**config.mk**
```make
export PLATFORM = sky130hd
export DESIGN_NAME = vpe_master_param_flat
export DESIGN_NICKNAME = d
export VERILOG_FILES = /design/src/rtl/vpe_master_param_if.sv /design/src/rtl/vpe_master_param.sv /design/src/flat_wrapper.sv
export SDC_FILE = /design/constraint.sdc
export NUM_CORES = 1
export LEC_CHECK = 0
export CELL_PAD_IN_SITES_DETAIL_PLACEMENT = 1
export CELL_PAD_IN_SITES_GLOBAL_PLACEMENT = 1
export CORE_MARGIN = 4
export CORE_UTILIZATION = 38
export CTS_CLUSTER_DIAMETER = 100
export DETAILED_ROUTE_END_ITERATION = 12
export PLACE_DENSITY = 0.69
export SLEW_MARGIN = 30
export SYNTH_ARGS = -nofsm -noshare
export SYNTH_HDL_FRONTEND = slang
export SYNTH_SLANG_ARGS = --single-unit
```
**constraint.sdc**
```tcl
create_clock -name CLK -period 12.1 [get_ports CLK]
set_input_delay 3.025 -clock CLK [delete_from_list [all_inputs] [get_ports CLK]]
set_output_delay 3.025 -clock CLK [all_outputs]
set_load 0.02 [all_outputs]
```
**src/rtl/vpe_master_param_if.sv**
```systemverilog
// Bus bundle for the variable processing element: clause writes, slave sums, control and results.
// The master modport is the element's own view; slave is the surrounding array's view.
interface vpe_master_param_if #(
  parameter int unsigned NCL  = 32,
  parameter int unsigned NSLV = 2,
  parameter int unsigned SW   = 8
);
  localparam int unsigned IW = $clog2(NCL);

  logic              WR_EN;
  logic [IW-1:0]     WR_IDX;
  logic              WR_C0;
  logic              WR_C1;
  logic              VI_LOAD;
  logic              VI_LOAD_VAL;
  logic              START;
  logic [NSLV-1:0]   MERGE_MASK;
  logic [NSLV-1:0]   SLV_VALID;
  logic [NSLV*SW-1:0] SLV_UP;
  logic [NSLV*SW-1:0] SLV_DOWN;
  logic              STOCHASTIC_MODE;
  logic              SEED_LOAD;
  logic [15:0]       SEED;
  logic              SATISFY_UP;
  logic              SATISFY_LEFT;
  logic              VI;
  logic              BUSY;
  logic              DONE;
  logic [SW-1:0]     SUM_UP_OUT;
  logic [SW-1:0]     SUM_DOWN_OUT;
  logic              SATISFY;

  modport master (
    input  WR_EN, WR_IDX, WR_C0, WR_C1, VI_LOAD, VI_LOAD_VAL, START, MERGE_MASK,
           SLV_VALID, SLV_UP, SLV_DOWN, STOCHASTIC_MODE, SEED_LOAD, SEED,
           SATISFY_UP, SATISFY_LEFT,
    output VI, BUSY, DONE, SUM_UP_OUT, SUM_DOWN_OUT, SATISFY
  );

  modport slave (
    output WR_EN, WR_IDX, WR_C0, WR_C1, VI_LOAD, VI_LOAD_VAL, START, MERGE_MASK,
           SLV_VALID, SLV_UP, SLV_DOWN, STOCHASTIC_MODE, SEED_LOAD, SEED,
           SATISFY_UP, SATISFY_LEFT,
    input  VI, BUSY, DONE, SUM_UP_OUT, SUM_DOWN_OUT, SATISFY
  );
endinterface

```
**src/rtl/vpe_master_param.sv**
```systemverilog
// Variable processing element: stores clause bits, merges up/down sums with slave partials
// and updates the variable value through an IDLE/GATHER/DECIDE pass.
module vpe_master_param #(
  parameter int unsigned NCL  = 32,
  parameter int unsigned NSLV = 2,
  parameter int unsigned SW   = 8
) (
  input logic                CLK,
  input logic                RESET_N,
  vpe_master_param_if.master io_bus
);
  localparam int unsigned   IW       = $clog2(NCL);
  localparam int unsigned   FW       = SW + 4;
  localparam logic [FW-1:0] SumMax   = {4'b0, {SW{1'b1}}};
  localparam logic [IW:0]   IdxLim   = (IW+1)'(NCL);
  localparam logic [15:0]   LfsrInit = 16'hACE1;

  typedef enum logic [1:0] {StIdle, StGather, StDecide} state_e;
  state_e r_state, w_state_nxt;

  logic [NCL-1:0] r_c0, r_c1;
  logic           r_vi, r_done, r_sat;
  logic [SW-1:0]  r_sum_up, r_sum_dn;
  logic [15:0]    r_lfsr, w_lfsr_adv, w_lfsr_nxt;
  logic [SW-1:0]  w_loc_up, w_loc_dn;
  logic [FW-1:0]  w_full_up, w_full_dn;
  logic [SW-1:0]  w_sat_up, w_sat_dn;
  logic           w_idle, w_gather_ok, w_load_sums, w_decide, w_clause_sat;

  // NCL < 2^SW is guaranteed by the SW constraint, so local counts fit in SW bits.
  always_comb begin
    w_loc_up = '0;
    w_loc_dn = '0;
    for (int i = 0; i < NCL; i++) begin
      w_loc_up = w_loc_up + {{(SW-1){1'b0}}, r_c0[i] & ~r_c1[i]};
      w_loc_dn = w_loc_dn + {{(SW-1){1'b0}}, r_c0[i] & r_c1[i]};
    end
  end

  always_comb begin
    w_full_up = {4'b0, w_loc_up};
    w_full_dn = {4'b0, w_loc_dn};
    for (int k = 0; k < NSLV; k++) begin
      if (io_bus.MERGE_MASK[k]) begin
        w_full_up = w_full_up + {4'b0, io_bus.SLV_UP[k*SW +: SW]};
        w_full_dn = w_full_dn + {4'b0, io_bus.SLV_DOWN[k*SW +: SW]};
      end
    end
    w_sat_up = (w_full_up > SumMax) ? {SW{1'b1}} : w_full_up[SW-1:0];
    w_sat_dn = (w_full_dn > SumMax) ? {SW{1'b1}} : w_full_dn[SW-1:0];
  end

  assign w_clause_sat = &(~r_c0 | (r_c1 ^ {NCL{r_vi}}));
  assign w_gather_ok  = &(io_bus.SLV_VALID | ~io_bus.MERGE_MASK);
  assign w_idle       = (r_state == StIdle);

  // Fibonacci LFSR, taps 16,14,13,11, shifting toward bit 0.
  assign w_lfsr_adv = {r_lfsr[0] ^ r_lfsr[2] ^ r_lfsr[3] ^ r_lfsr[5], r_lfsr[15:1]};
  always_comb begin
    w_lfsr_nxt = r_lfsr;
    if (io_bus.SEED_LOAD) begin
      w_lfsr_nxt = (io_bus.SEED == 16'h0000) ? LfsrInit : io_bus.SEED;
    end else if (w_decide) begin
      w_lfsr_nxt = w_lfsr_adv;
    end
  end

  always_comb begin
    w_state_nxt = r_state;
    w_load_sums = 1'b0;
    w_decide    = 1'b0;
    unique case (r_state)
      StIdle: begin
        if (io_bus.START && !io_bus.VI_LOAD) w_state_nxt = StGather;
      end
      StGather: begin
        if (w_gather_ok) begin
          w_load_sums = 1'b1;
          w_state_nxt = StDecide;
        end
      end
      StDecide: begin
        w_decide    = 1'b1;
        w_state_nxt = StIdle;
      end
      default: w_state_nxt = StIdle;
    endcase
  end

  always_ff @(posedge CLK or negedge RESET_N) begin
    if (!RESET_N) r_state <= StIdle;
    else          r_state <= w_state_nxt;
  end

  always_ff @(posedge CLK or negedge RESET_N) begin
    if (!RESET_N) begin
      r_c0     <= '0;
      r_c1     <= '0;
      r_vi     <= 1'b0;
      r_done   <= 1'b0;
      r_sat    <= 1'b0;
      r_sum_up <= '0;
      r_sum_dn <= '0;
      r_lfsr   <= LfsrInit;
    end else begin
      r_sat  <= w_clause_sat & io_bus.SATISFY_UP & io_bus.SATISFY_LEFT;
      r_done <= w_decide;
      r_lfsr <= w_lfsr_nxt;
      if (w_idle && io_bus.WR_EN && ({1'b0, io_bus.WR_IDX} < IdxLim)) begin
        r_c0[io_bus.WR_IDX] <= io_bus.WR_C0;
        r_c1[io_bus.WR_IDX] <= io_bus.WR_C1;
      end
      if (w_load_sums) begin
        r_sum_up <= w_sat_up;
        r_sum_dn <= w_sat_dn;
      end
      if (w_idle && io_bus.VI_LOAD) begin
        r_vi <= io_bus.VI_LOAD_VAL;
      end else if (w_decide) begin
        if (r_sum_up > r_sum_dn)          r_vi <= 1'b1;
        else if (r_sum_up < r_sum_dn)     r_vi <= 1'b0;
        else if (io_bus.STOCHASTIC_MODE)  r_vi <= w_lfsr_adv[0];
      end
    end
  end

  assign io_bus.VI           = r_vi;
  assign io_bus.BUSY         = !w_idle;
  assign io_bus.DONE         = r_done;
  assign io_bus.SUM_UP_OUT   = r_sum_up;
  assign io_bus.SUM_DOWN_OUT = r_sum_dn;
  assign io_bus.SATISFY      = r_sat;
endmodule

```
**src/flat_wrapper.sv**
```systemverilog
// flat-port wrapper written by rule: the top's interface ports become plain ports
module vpe_master_param_flat 
#(
  parameter int unsigned NCL  = 32,
  parameter int unsigned NSLV = 2,
  parameter int unsigned SW   = 8
)
  (CLK, RESET_N, io_bus_WR_EN, io_bus_WR_IDX, io_bus_WR_C0, io_bus_WR_C1, io_bus_VI_LOAD, io_bus_VI_LOAD_VAL, io_bus_START, io_bus_MERGE_MASK, io_bus_SLV_VALID, io_bus_SLV_UP, io_bus_SLV_DOWN, io_bus_STOCHASTIC_MODE, io_bus_SEED_LOAD, io_bus_SEED, io_bus_SATISFY_UP, io_bus_SATISFY_LEFT, io_bus_VI, io_bus_BUSY, io_bus_DONE, io_bus_SUM_UP_OUT, io_bus_SUM_DOWN_OUT, io_bus_SATISFY);
  vpe_master_param_if #(.NCL(NCL), .NSLV(NSLV), .SW(SW)) io_bus_i ();
  input logic CLK;
  input logic RESET_N;
  input wire logic [$bits(io_bus_i.WR_EN)-1:0] io_bus_WR_EN;
  input wire logic [$bits(io_bus_i.WR_IDX)-1:0] io_bus_WR_IDX;
  input wire logic [$bits(io_bus_i.WR_C0)-1:0] io_bus_WR_C0;
  input wire logic [$bits(io_bus_i.WR_C1)-1:0] io_bus_WR_C1;
  input wire logic [$bits(io_bus_i.VI_LOAD)-1:0] io_bus_VI_LOAD;
  input wire logic [$bits(io_bus_i.VI_LOAD_VAL)-1:0] io_bus_VI_LOAD_VAL;
  input wire logic [$bits(io_bus_i.START)-1:0] io_bus_START;
  input wire logic [$bits(io_bus_i.MERGE_MASK)-1:0] io_bus_MERGE_MASK;
  input wire logic [$bits(io_bus_i.SLV_VALID)-1:0] io_bus_SLV_VALID;
  input wire logic [$bits(io_bus_i.SLV_UP)-1:0] io_bus_SLV_UP;
  input wire logic [$bits(io_bus_i.SLV_DOWN)-1:0] io_bus_SLV_DOWN;
  input wire logic [$bits(io_bus_i.STOCHASTIC_MODE)-1:0] io_bus_STOCHASTIC_MODE;
  input wire logic [$bits(io_bus_i.SEED_LOAD)-1:0] io_bus_SEED_LOAD;
  input wire logic [$bits(io_bus_i.SEED)-1:0] io_bus_SEED;
  input wire logic [$bits(io_bus_i.SATISFY_UP)-1:0] io_bus_SATISFY_UP;
  input wire logic [$bits(io_bus_i.SATISFY_LEFT)-1:0] io_bus_SATISFY_LEFT;
  output wire logic [$bits(io_bus_i.VI)-1:0] io_bus_VI;
  output wire logic [$bits(io_bus_i.BUSY)-1:0] io_bus_BUSY;
  output wire logic [$bits(io_bus_i.DONE)-1:0] io_bus_DONE;
  output wire logic [$bits(io_bus_i.SUM_UP_OUT)-1:0] io_bus_SUM_UP_OUT;
  output wire logic [$bits(io_bus_i.SUM_DOWN_OUT)-1:0] io_bus_SUM_DOWN_OUT;
  output wire logic [$bits(io_bus_i.SATISFY)-1:0] io_bus_SATISFY;
  assign io_bus_i.WR_EN = io_bus_WR_EN;
  assign io_bus_i.WR_IDX = io_bus_WR_IDX;
  assign io_bus_i.WR_C0 = io_bus_WR_C0;
  assign io_bus_i.WR_C1 = io_bus_WR_C1;
  assign io_bus_i.VI_LOAD = io_bus_VI_LOAD;
  assign io_bus_i.VI_LOAD_VAL = io_bus_VI_LOAD_VAL;
  assign io_bus_i.START = io_bus_START;
  assign io_bus_i.MERGE_MASK = io_bus_MERGE_MASK;
  assign io_bus_i.SLV_VALID = io_bus_SLV_VALID;
  assign io_bus_i.SLV_UP = io_bus_SLV_UP;
  assign io_bus_i.SLV_DOWN = io_bus_SLV_DOWN;
  assign io_bus_i.STOCHASTIC_MODE = io_bus_STOCHASTIC_MODE;
  assign io_bus_i.SEED_LOAD = io_bus_SEED_LOAD;
  assign io_bus_i.SEED = io_bus_SEED;
  assign io_bus_i.SATISFY_UP = io_bus_SATISFY_UP;
  assign io_bus_i.SATISFY_LEFT = io_bus_SATISFY_LEFT;
  assign io_bus_VI = io_bus_i.VI;
  assign io_bus_BUSY = io_bus_i.BUSY;
  assign io_bus_DONE = io_bus_i.DONE;
  assign io_bus_SUM_UP_OUT = io_bus_i.SUM_UP_OUT;
  assign io_bus_SUM_DOWN_OUT = io_bus_i.SUM_DOWN_OUT;
  assign io_bus_SATISFY = io_bus_i.SATISFY;
  vpe_master_param #(.NCL(NCL), .NSLV(NSLV), .SW(SW)) u_core (.CLK(CLK), .RESET_N(RESET_N), .io_bus(io_bus_i));
endmodule
```
=== Word-level counts from Yosys, hierarchy flattened ===
Index checks and enable logic that the tools add are counted.

* Flip-flop bits (word level): 101

* Add/sub/neg operators: 66
* Magnitude comparators: 6
* Equality and inequality tests: 4
* Mux-type cells: 24
* Bitwise gates (word level): 106
* Reduce and logical (&&, ||, !) cells: 15

{| class="wikitable"
|+ Operators with widths
! kind !! count
|-
| 8-bit by 1-bit adder with 8-bit output || 60
|-
| 1-bit bitwise AND || 66
|-
| 32-bit bitwise mux || 2
|-
| 12-bit two-way mux || 4
|-
| 16-bit two-way mux || 3
|-
| 1-bit inverter || 32
|-
| 32-bit inverter || 1
|-
| 32-bit bitwise OR || 1
|-
| 32-bit AND reduction || 1
|-
| 32-bit bitwise XOR || 1
|-
| 12-bit by 8-bit adder with 12-bit output || 2
|-
| 12-bit by 8-bit > comparator with 1-bit output, second input constant || 2
|-
| 8-bit by 8-bit adder with 9-bit output || 2
|-
| 16-bit zero test || 1
|-
| 8-bit two-way mux || 2
|-
| 1-bit two-way mux || 9
|-
| 8-bit > comparator || 1
|-
| 8-bit less-than comparator || 1
|-
| 5-bit by 6-bit less-than comparator with 1-bit output, second input constant || 1
|-
| 2-bit AND reduction || 3
|-
| 1-bit demux with 5-bit select || 1
|-
| 5-bit by 1-bit >= comparator with 1-bit output, second input constant || 1
|-
| 1-bit by 1-bit adder with 2-bit output || 2
|-
| 1-bit logical AND || 4
|-
| other kinds (13) || 18
|}

=== Depth between registers and ports, before layout ===
Gate-level depths: netlist of run 1.

* Word-level depth: 39
* Mapped depth: 33
* Depth with buffers taken out: 33

=== Worst setup path after synthesis of run 1 ===
OpenSTA, ideal clock, no wires.

* Path type: register to register
* Start: register u_core.r_c0[1]
* End: register u_core.r_sum_up[2], in the netlist u_core.io_bus.SUM_UP_OUT[2]
* Setup time: 0.150 ns
* Arrival: 7.459 ns
* Setup slack: 4.491 ns
* Cell stages (with the launch flop): 30
* Clock period less this slack: 7.609 ns
* Cell sequence: dfrtp_1 -> nor2b_1 -> ha_1 -> inv_1 -> fa_1 -> fa_1 -> fa_1 -> fa_1 -> fa_1 -> inv_1 -> fa_1 -> fa_1 -> inv_1 -> fa_1 -> inv_1 -> a21o_1 -> a21oi_1 -> xnor2_1 -> ha_1 -> buf_2 -> and4b_1 -> a311oi_1 -> and3_1 -> nand2_1 -> ha_1 -> or3_1 -> o221ai_1 -> a21oi_1 -> mux2i_2 -> a41oi_1

* Word-level cells in the longest chain between the ends: 38

{| class="wikitable"
|+ RTL lines
! item !! line !! source
|-
| start: declaration || vpe_master_param.sv:21 || <nowiki>logic [NCL-1:0] r_c0, r_c1;</nowiki>
|-
| start signal: indexed assignment || vpe_master_param.sv:110 || <nowiki>r_c0[io_bus.WR_IDX] <= io_bus.WR_C0;</nowiki>
|-
| 1-bit bitwise AND * || vpe_master_param.sv:35 || <nowiki>w_loc_up = w_loc_up + {{(SW-1){1'b0}}, r_c0[i] & ~r_c1[i]};</nowiki>
|-
| 1-bit by 1-bit adder with 2-bit output * || vpe_master_param.sv:35 ||
|-
| 8-bit by 1-bit adder with 8-bit output * (30 in a row) || vpe_master_param.sv:35 ||
|-
| 8-bit by 8-bit adder with 9-bit output || vpe_master_param.sv:45 || <nowiki>w_full_up = w_full_up + {4'b0, io_bus.SLV_UP[k*SW +: SW]};</nowiki>
|-
| 12-bit two-way mux * || vpe_master_param.sv:44 || <nowiki>if (io_bus.MERGE_MASK[k]) begin</nowiki>
|-
| 12-bit by 8-bit adder with 12-bit output || vpe_master_param.sv:45 ||
|-
| 12-bit two-way mux * || vpe_master_param.sv:44 ||
|-
| 12-bit by 8-bit > comparator with 1-bit output || vpe_master_param.sv:49 || <nowiki>w_sat_up = (w_full_up > SumMax) ? {SW{1'b1}} : w_full_up[SW-1:0];</nowiki>
|-
| 8-bit two-way mux * || vpe_master_param.sv:49 ||
|-
| end signal: assignment || vpe_master_param.sv:114 || <nowiki>r_sum_up <= w_sat_up;</nowiki>
|-
| end: declaration || vpe_master_param.sv:23 || <nowiki>logic [SW-1:0] r_sum_up, r_sum_dn;</nowiki>
|}

Mark *: on every way between the ends. The rest lies on a longest branch, timed or not.
A chain may end at the register's enable or synchronous reset.

=== Worst setup path in the final report of run 1 ===
* Start: register u_core.r_c0[1]
* End: register u_core.r_sum_dn[7], in the netlist u_core.io_bus.SUM_DOWN_OUT[7]

* Word-level cells in the longest chain between the ends: 38

{| class="wikitable"
|+ RTL lines
! item !! line !! source
|-
| 1-bit bitwise AND * || vpe_master_param.sv:36 || <nowiki>w_loc_dn = w_loc_dn + {{(SW-1){1'b0}}, r_c0[i] & r_c1[i]};</nowiki>
|-
| 1-bit by 1-bit adder with 2-bit output * || vpe_master_param.sv:36 ||
|-
| 8-bit by 1-bit adder with 8-bit output * (30 in a row) || vpe_master_param.sv:36 ||
|-
| 8-bit by 8-bit adder with 9-bit output || vpe_master_param.sv:46 || <nowiki>w_full_dn = w_full_dn + {4'b0, io_bus.SLV_DOWN[k*SW +: SW]};</nowiki>
|-
| 12-bit two-way mux * || vpe_master_param.sv:44 ||
|-
| 12-bit by 8-bit adder with 12-bit output || vpe_master_param.sv:46 ||
|-
| 12-bit two-way mux * || vpe_master_param.sv:44 ||
|-
| 12-bit by 8-bit > comparator with 1-bit output || vpe_master_param.sv:50 || <nowiki>w_sat_dn = (w_full_dn > SumMax) ? {SW{1'b1}} : w_full_dn[SW-1:0];</nowiki>
|-
| 8-bit two-way mux * || vpe_master_param.sv:50 ||
|-
| end signal: assignment || vpe_master_param.sv:115 || <nowiki>r_sum_dn <= w_sat_dn;</nowiki>
|-
| end: declaration || vpe_master_param.sv:23 ||
|}

Marked as above.

==> run_results.csv, run 1 <==
group,metric,value,unit
run_status,status,"complete, no violations",
synth,synthSimpleGateAreaFrac,18.2,%
die,coreArea,21200,µm²
critical_path,ff2ff_setup_slack,3.96,ns
finish,multi_input_area,5200,µm²
die,die_w,155,µm
critical_path,path_class,"register to register",
finish,antenna_cells,0,
synth,async_flop_share,100,%
cts,cts.sinks,101,
cts,cts_resized,0,
cts,cts_tree,"done",
detailed_routing,vias,6542,
synth,syn_area_per_cell,9.53,µm²
sta,min_period,8.14,ns
synth,synthAdderAreaFrac,20.6,%
sta,finClkSkew,0.0119,ns
sta,fin_tns_setup,0,ns
sta,fin_crit_sh,67.3,%
cts,cts_hold_buf,0,
sta,rsz0062_at_grt,"no",
cts,post_cts_buffers,0,
grt,grt_first_pass_wirelength,38500,µm
place,pre_cts_slack,3.91,ns
place,place_area,9390,µm²
die,dieArea,24100,µm²
detailed_routing,drtIter0Drc,212,
hold_path,hp-class,"register to register",
synth,synth_area,8230,µm²
finish,nFillCells,2394,
critical_path,worst_path_most_repeated_cell,"fa_1",
sta,slew_viol_final,0,
synth,syn-instance-count,864,
grt,met1_usage,27.2,%
cts,clkTransAtPathRegs,0.08,ns
synth,ys_warn_count,0,
die,num_rows,53,
place,port-buffer-count,88,
detailed_routing,ant_nets,0,
detailed_routing,drt_pass1_iterations,4,
critical_path,critical_path_buf_inv_count,3,
detailed_routing,drc,0,
grt,grt_pass1_vias,7215,
synth,synthFlopType,"dfrtp_1",
detailed_routing,wl_per_cell,19.1,µm
synth,synth_compound_area_share,11.1,%
grt,grt_remaining_overflow,0,
sta,fmax,0.123,GHz
place,gp_congestion,0.821,
finish,drive_gt1_share,12.3,%
synth,synth_nets,1037,
grt,grt_max_degree,61,
place,place_hpwl,18500,µm
critical_path,end_kind,"register",
synth,yosysSeqAreaShare,30.8,%
sta,finalSetupViolCount,0,
sta,relSlewSlack,43.0,%
cts,cts-root-buf,"clkbuf_16",
grt,grt_usage,20.2,%
sta,hold_viol_final,0,
synth,synth_top_family_by_area,"adder cells",
critical_path,cp_slowest_cell,"fa_1",
die,die_y,155,µm
critical_path,worstPathArrival,8.41,ns
grt,use_met3,3.09,%
finish,register_area,2540,µm²
grt,grtUsageMet2,34.1,%
grt,grt_antenna_before_repair,0,
critical_path,critPathTopFamily,"adder cells",
sta,timing.hold.ws,0.518,ns
cts,insertion_delay,0.36,ns
die,start_util,38.9,%
sta,fin_ws,3.96,ns
sta,worstMarginPinSlew,0.853,ns
synth,synth.area.mux_share,10.9,%
run,cap_violations,0,
critical_path,critPathRequiredTime,12.37,ns
finish,fin_area,9690,µm²
cts,cts_buffers,9,
finish,nNetsFinal,1117,
cts,cts.htree.levels,3,
critical_path,crit_path_max_incr_delay,0.54,ns
grt,grt-busiest-layer,"met2",
critical_path,start_kind,"register",
finish,area_growth_syn_to_layout,17.8,%
synth,synth_edf_count,0,
detailed_routing,post_drt_via_cell_ratio,5.34,
synth,synth_xor_area_share,2.34,%
die,ios,89,
detailed_routing,routed_wl,23400,µm
synth,synth_cell_type_count,71,
synth,ys_ff_latch,101,
cts,clock_path_buffers,2,
critical_path,crit_fanout,8,
==> final timing paths <==
kind	from	depth (start not counted)	end
max	u_core.r_c0[1]	30	u_core.io_bus.SUM_DOWN_OUT[7]
min	u_core.r_c0[28]	1	u_core.r_c0[28]
max reg2reg	u_core.r_c0[1]	30	u_core.io_bus.SUM_DOWN_OUT[7]
min reg2reg	u_core.r_c0[28]	1	u_core.r_c0[28]
max in group asynchronous	RESET_N	2	u_core.r_c0[27]
min in group asynchronous	RESET_N	1	u_core.io_bus.SUM_DOWN_OUT[2]
==> per-layer routing <==
metal | up-vias | wire length, µm
met4 | 0 | 397
met3 | 28 | 770
met1 | 3290 | 10900
met5 | - | 0
li1 | 3122 | -
met2 | 102 | 11300
==> synthesized netlist by cell type (3+ instances only) <==
cell / count / area [µm²]
a2111oi_0: 3 / 26.3
a211oi_1: 5 / 37.5
a21o_1: 5 / 37.5
a21oi_1: 27 / 135
a22oi_1: 3 / 22.5
a31oi_1: 12 / 75.1
a41oi_1: 3 / 26.3
and2_1: 18 / 113
and3_1: 4 / 25.0
buf_2: 12 / 60.1
clkbuf_1: 12 / 45.0
dfrtp_1: 93 / 2330
dfstp_2: 8 / 210
fa_1: 52 / 1040
ha_1: 52 / 651
inv_1: 99 / 372
inv_2: 3 / 11.3
mux2_2: 68 / 766
mux2i_1: 12 / 120
nand2_1: 75 / 282
nand2b_1: 18 / 113
nand3_1: 13 / 65.1
nand4_1: 6 / 37.5
nor2_1: 76 / 285
nor2b_1: 24 / 150
nor3_1: 11 / 55.1
nor3b_1: 5 / 37.5
nor4_1: 6 / 37.5
o2111ai_1: 7 / 61.3
o211ai_1: 3 / 22.5
o21a_1: 7 / 52.6
o21ai_0: 34 / 170
o22a_1: 8 / 70.1
or3_1: 10 / 62.6
xnor2_1: 14 / 123
xor2_1: 8 / 70.1
==> worst reg2reg max path, delay by kind of cell (launching register included) <==
| kind | cells | cell delay (ns) |
|---|---|---|
| flops | 1 | 0.39 |
| buf+inv | 3 | 0.20 |
| simple gates | 8 | 1.02 |
| xor+xnor | 1 | 0.21 |
| compound gates | 7 | 1.51 |
| fa+ha+maj | 11 | 4.74 |
==> metrics by stage <==
stage / util (%) / std cells
floorplan: - / 864
global placement: 44.4 / 1207
detailed placement: 44.4 / 1208
CTS: 45.9 / 1224
global route: 45.8 / 1224
finish: 45.8 / 1224
==> layout by cell type (no fill, tap or decap), types with 4 or more instances in the layout <==
| cell | n |
|---|---|
| buf_4 | 6 |
| clkbuf_16 | 9 |
| a21oi_1 | 27 |
| o2111ai_1 | 7 |
| and2_1 | 18 |
| fa_1 | 52 |
| o22a_1 | 8 |
| dfrtp_1 | 93 |
| nor4_1 | 6 |
| o21a_1 | 7 |
| nor2_1 | 76 |
| or3_1 | 10 |
| nand2b_1 | 18 |
| xor2_1 | 8 |
| nand3_1 | 13 |
| dfstp_2 | 8 |
| nor3b_1 | 5 |
| a21o_1 | 5 |
| nor3_1 | 11 |
| inv_1 | 99 |
| ha_1 | 52 |
| a211oi_1 | 5 |
| mux2_2 | 68 |
| nand2_1 | 75 |
| nor2b_1 | 24 |
| xnor2_1 | 14 |
| nand4_1 | 6 |
| o21ai_0 | 34 |
| mux2i_1 | 12 |
| and3_1 | 4 |
| a31oi_1 | 12 |
| clkdlybuf4s50_1 | 86 |
==> registers in the layout (all words and copies together) (netlist names) <==
| name | cells |
|---|---|
| u_core.r_lfsr | 16 |
| u_core.io_bus.SATISFY | 1 |
| u_core.r_c0 | 32 |
| u_core.io_bus.DONE | 1 |
| u_core.io_bus.SUM_DOWN_OUT | 8 |
| u_core.io_bus.VI | 1 |
| u_core.r_state | 2 |
| u_core.io_bus.SUM_UP_OUT | 8 |
| u_core.r_c1 | 32 |
==> cells by family after synthesis <==
logic type,Yosys count
simple gates,291
mux,81
fa+ha+maj,104
xor+xnor,22
compound gates,137
buf+inv,128
flops,101
==> final cells by class <==
type | instances | area share [%]
timing repair buffer | 94 | 9.51
clock buffer | 9 | 2.32
sequential | 101 | 26.2
tap | 275 | 3.55
multi-input combinational | 635 | 53.6
inverter | 103 | 3.99
clock inverter | 7 | 0.826
Power of run 1 is left out: the tool's default activity adds up to more than one toggle a clock period on the data nets, which glitch-free logic cannot reach.
==> run 2: changes to the inputs <==
==> constraint.sdc (replaced) <==
create_clock -name CLK -period 8.05 [get_ports CLK]
set_input_delay 2.0125 -clock CLK [delete_from_list [all_inputs] [get_ports CLK]]
set_output_delay 2.0125 -clock CLK [all_outputs]
set_load 0.02 [all_outputs]
==> run_results.csv, run 2 (synthesis results as in run 1) <==
group,metric,value,unit
sta,slew_viol_final,0,
critical_path,cp_slowest_cell,"fa_1",
finish,register_area,2540,µm²
die,start_util,38.9,%
sta,worstMarginPinSlew,0.944,ns
place,gp_congestion,0.911,
grt,grt_antenna_before_repair,0,
critical_path,crit_fanout,8,
detailed_routing,drt_pass1_iterations,5,
sta,fin_tns_setup,0,ns
detailed_routing,wl_per_cell,19.2,µm
finish,area_growth_syn_to_layout,20.6,%
finish,fin_area,9930,µm²
critical_path,critPathRequiredTime,8.32,ns
grt,grt_remaining_overflow,0,
detailed_routing,post_drt_via_cell_ratio,5.34,
cts,cts_tree,"done",
critical_path,end_kind,"register",
place,place_area,9410,µm²
sta,finClkSkew,0.0123,ns
critical_path,worstPathArrival,7.99,ns
cts,cts-root-buf,"clkbuf_16",
place,place_hpwl,18600,µm
detailed_routing,vias,6590,
critical_path,critical_path_buf_inv_count,4,
critical_path,path_class,"register to register",
die,coreArea,21200,µm²
finish,nNetsFinal,1127,
cts,cts.htree.levels,3,
cts,clkTransAtPathRegs,0.07,ns
grt,grt_max_degree,67,
detailed_routing,drtIter0Drc,197,
grt,grt_first_pass_wirelength,38100,µm
run_status,status,"complete, no violations",
cts,cts_hold_buf,0,
finish,final_cells,1234,
die,die_w,155,µm
grt,grt_usage,20.0,%
finish,multi_input_area,5340,µm²
hold_path,hp-class,"register to register",
die,die_y,155,µm
cts,insertion_delay,0.36,ns
finish,drive_gt1_share,15.7,%
die,dieArea,24100,µm²
finish,utilization,46.9,%
sta,fmax,0.129,GHz
finish,nFillCells,2397,
detailed_routing,ant_nets,0,
cts,cts_buffers,9,
detailed_routing,routed_wl,23700,µm
run,cap_violations,0,
finish,layout_commonest_cell,"inv_1",
sta,relSlewSlack,36.8,%
place,port-buffer-count,88,
critical_path,critPathTopFamily,"adder cells",
critical_path,worst_path_most_repeated_cell,"fa_1",
sta,hold_viol_final,0,
grt,grt_pass1_vias,7141,
die,ios,89,
detailed_routing,drc,0,
cts,clock_path_buffers,2,
critical_path,crit_path_max_incr_delay,0.55,ns
finish,final_cell_mix,"inv_1, dfrtp_1, clkdlybuf4s50_1, nor2_1, nand2_1",
critical_path,start_kind,"register",
die,num_rows,53,
cts,cts.sinks,101,
finish,top_regs,"u_core.r_c0: 32 flops, u_core.r_c1: 32 flops, u_core.r_lfsr: 16 flops",
sta,fin_crit_sh,95.9,%
sta,min_period,7.72,ns
finish,antenna_cells,0,
place,dp.cells,1211,
sta,finalSetupViolCount,0,
## run 2: changes by cell type in the layout (fill, tap and decap cells not counted), sizes merged
cell,previous run,this run
inv,105,102
buf,8,18
clkbuf,9,13
clkinv,3,2
## run 2: worst register-to-register path, delay by kind of cell, from the launching register on
| kind | cells | cell delay (ns) |
|---|---|---|
| AO/OA/AOI/OAI | 6 | 1.16 |
| XOR/XNOR | 1 | 0.10 |
| adder cells (fa/ha/maj) | 11 | 4.43 |
| buffers and inverters | 4 | 0.33 |
| flip-flops | 1 | 0.39 |
| multiplexers | 1 | 0.32 |
| AND/OR/NAND/NOR | 7 | 0.91 |
## run 2: path summary, 6_finish.rpt
check                                     start  slack (ns)  cells after the start                             to
worst max register to register   u_core.r_c0[1]        0.33                     30  u_core.io_bus.SUM_DOWN_OUT[6]
max in group asynchronous               RESET_N        5.45                      3                u_core.r_c0[26]
worst min register to register  u_core.r_c0[20]        0.53                      1                u_core.r_c0[20]
min in group asynchronous               RESET_N        1.61                      1  u_core.io_bus.SUM_DOWN_OUT[2]
worst min-delay path            u_core.r_c0[20]        0.53                      1                u_core.r_c0[20]
worst max-delay path             u_core.r_c0[1]        0.33                     30  u_core.io_bus.SUM_DOWN_OUT[6]
## run 2: area by class of cell
cell class                 instances  area share, %
clock buffer                      13           2.62
clock inverter                     3          0.466
inverter                         103           3.89
multi-input combinational        635           53.7
sequential                       101           25.6
tap                              275           3.47
timing repair buffer             104           10.2
## run 2: metal layers
metal	part of all wire [%]	track usage [%]	up-vias
li1	-	-	3138
met1	46	26.7	3314
met2	49	34.3	111
met3	3.7	3.00	27
met4	1.9	5.09	0
met5	0	0	-
## run 2: per-stage QoR
step                      hold WS, ns  worst slack (ns)
after floorplan                 0.484             0.441
after global placement          0.495             0.124
after detailed placement        0.515            -0.168
after CTS                       0.526            0.0150
after global routing            0.547           -0.0247
final                           0.527             0.327
## run 2: what timing repair did
| item | in CTS | in global routing |
|---|---|---|
| gates resized for setup | 10 | 22 |
| pin swaps | 3 | 19 |
| buffers inserted | 1 | 5 |
| setup endpoints to repair | 8 | 16 |
Power of run 2 is left out for the same reason.
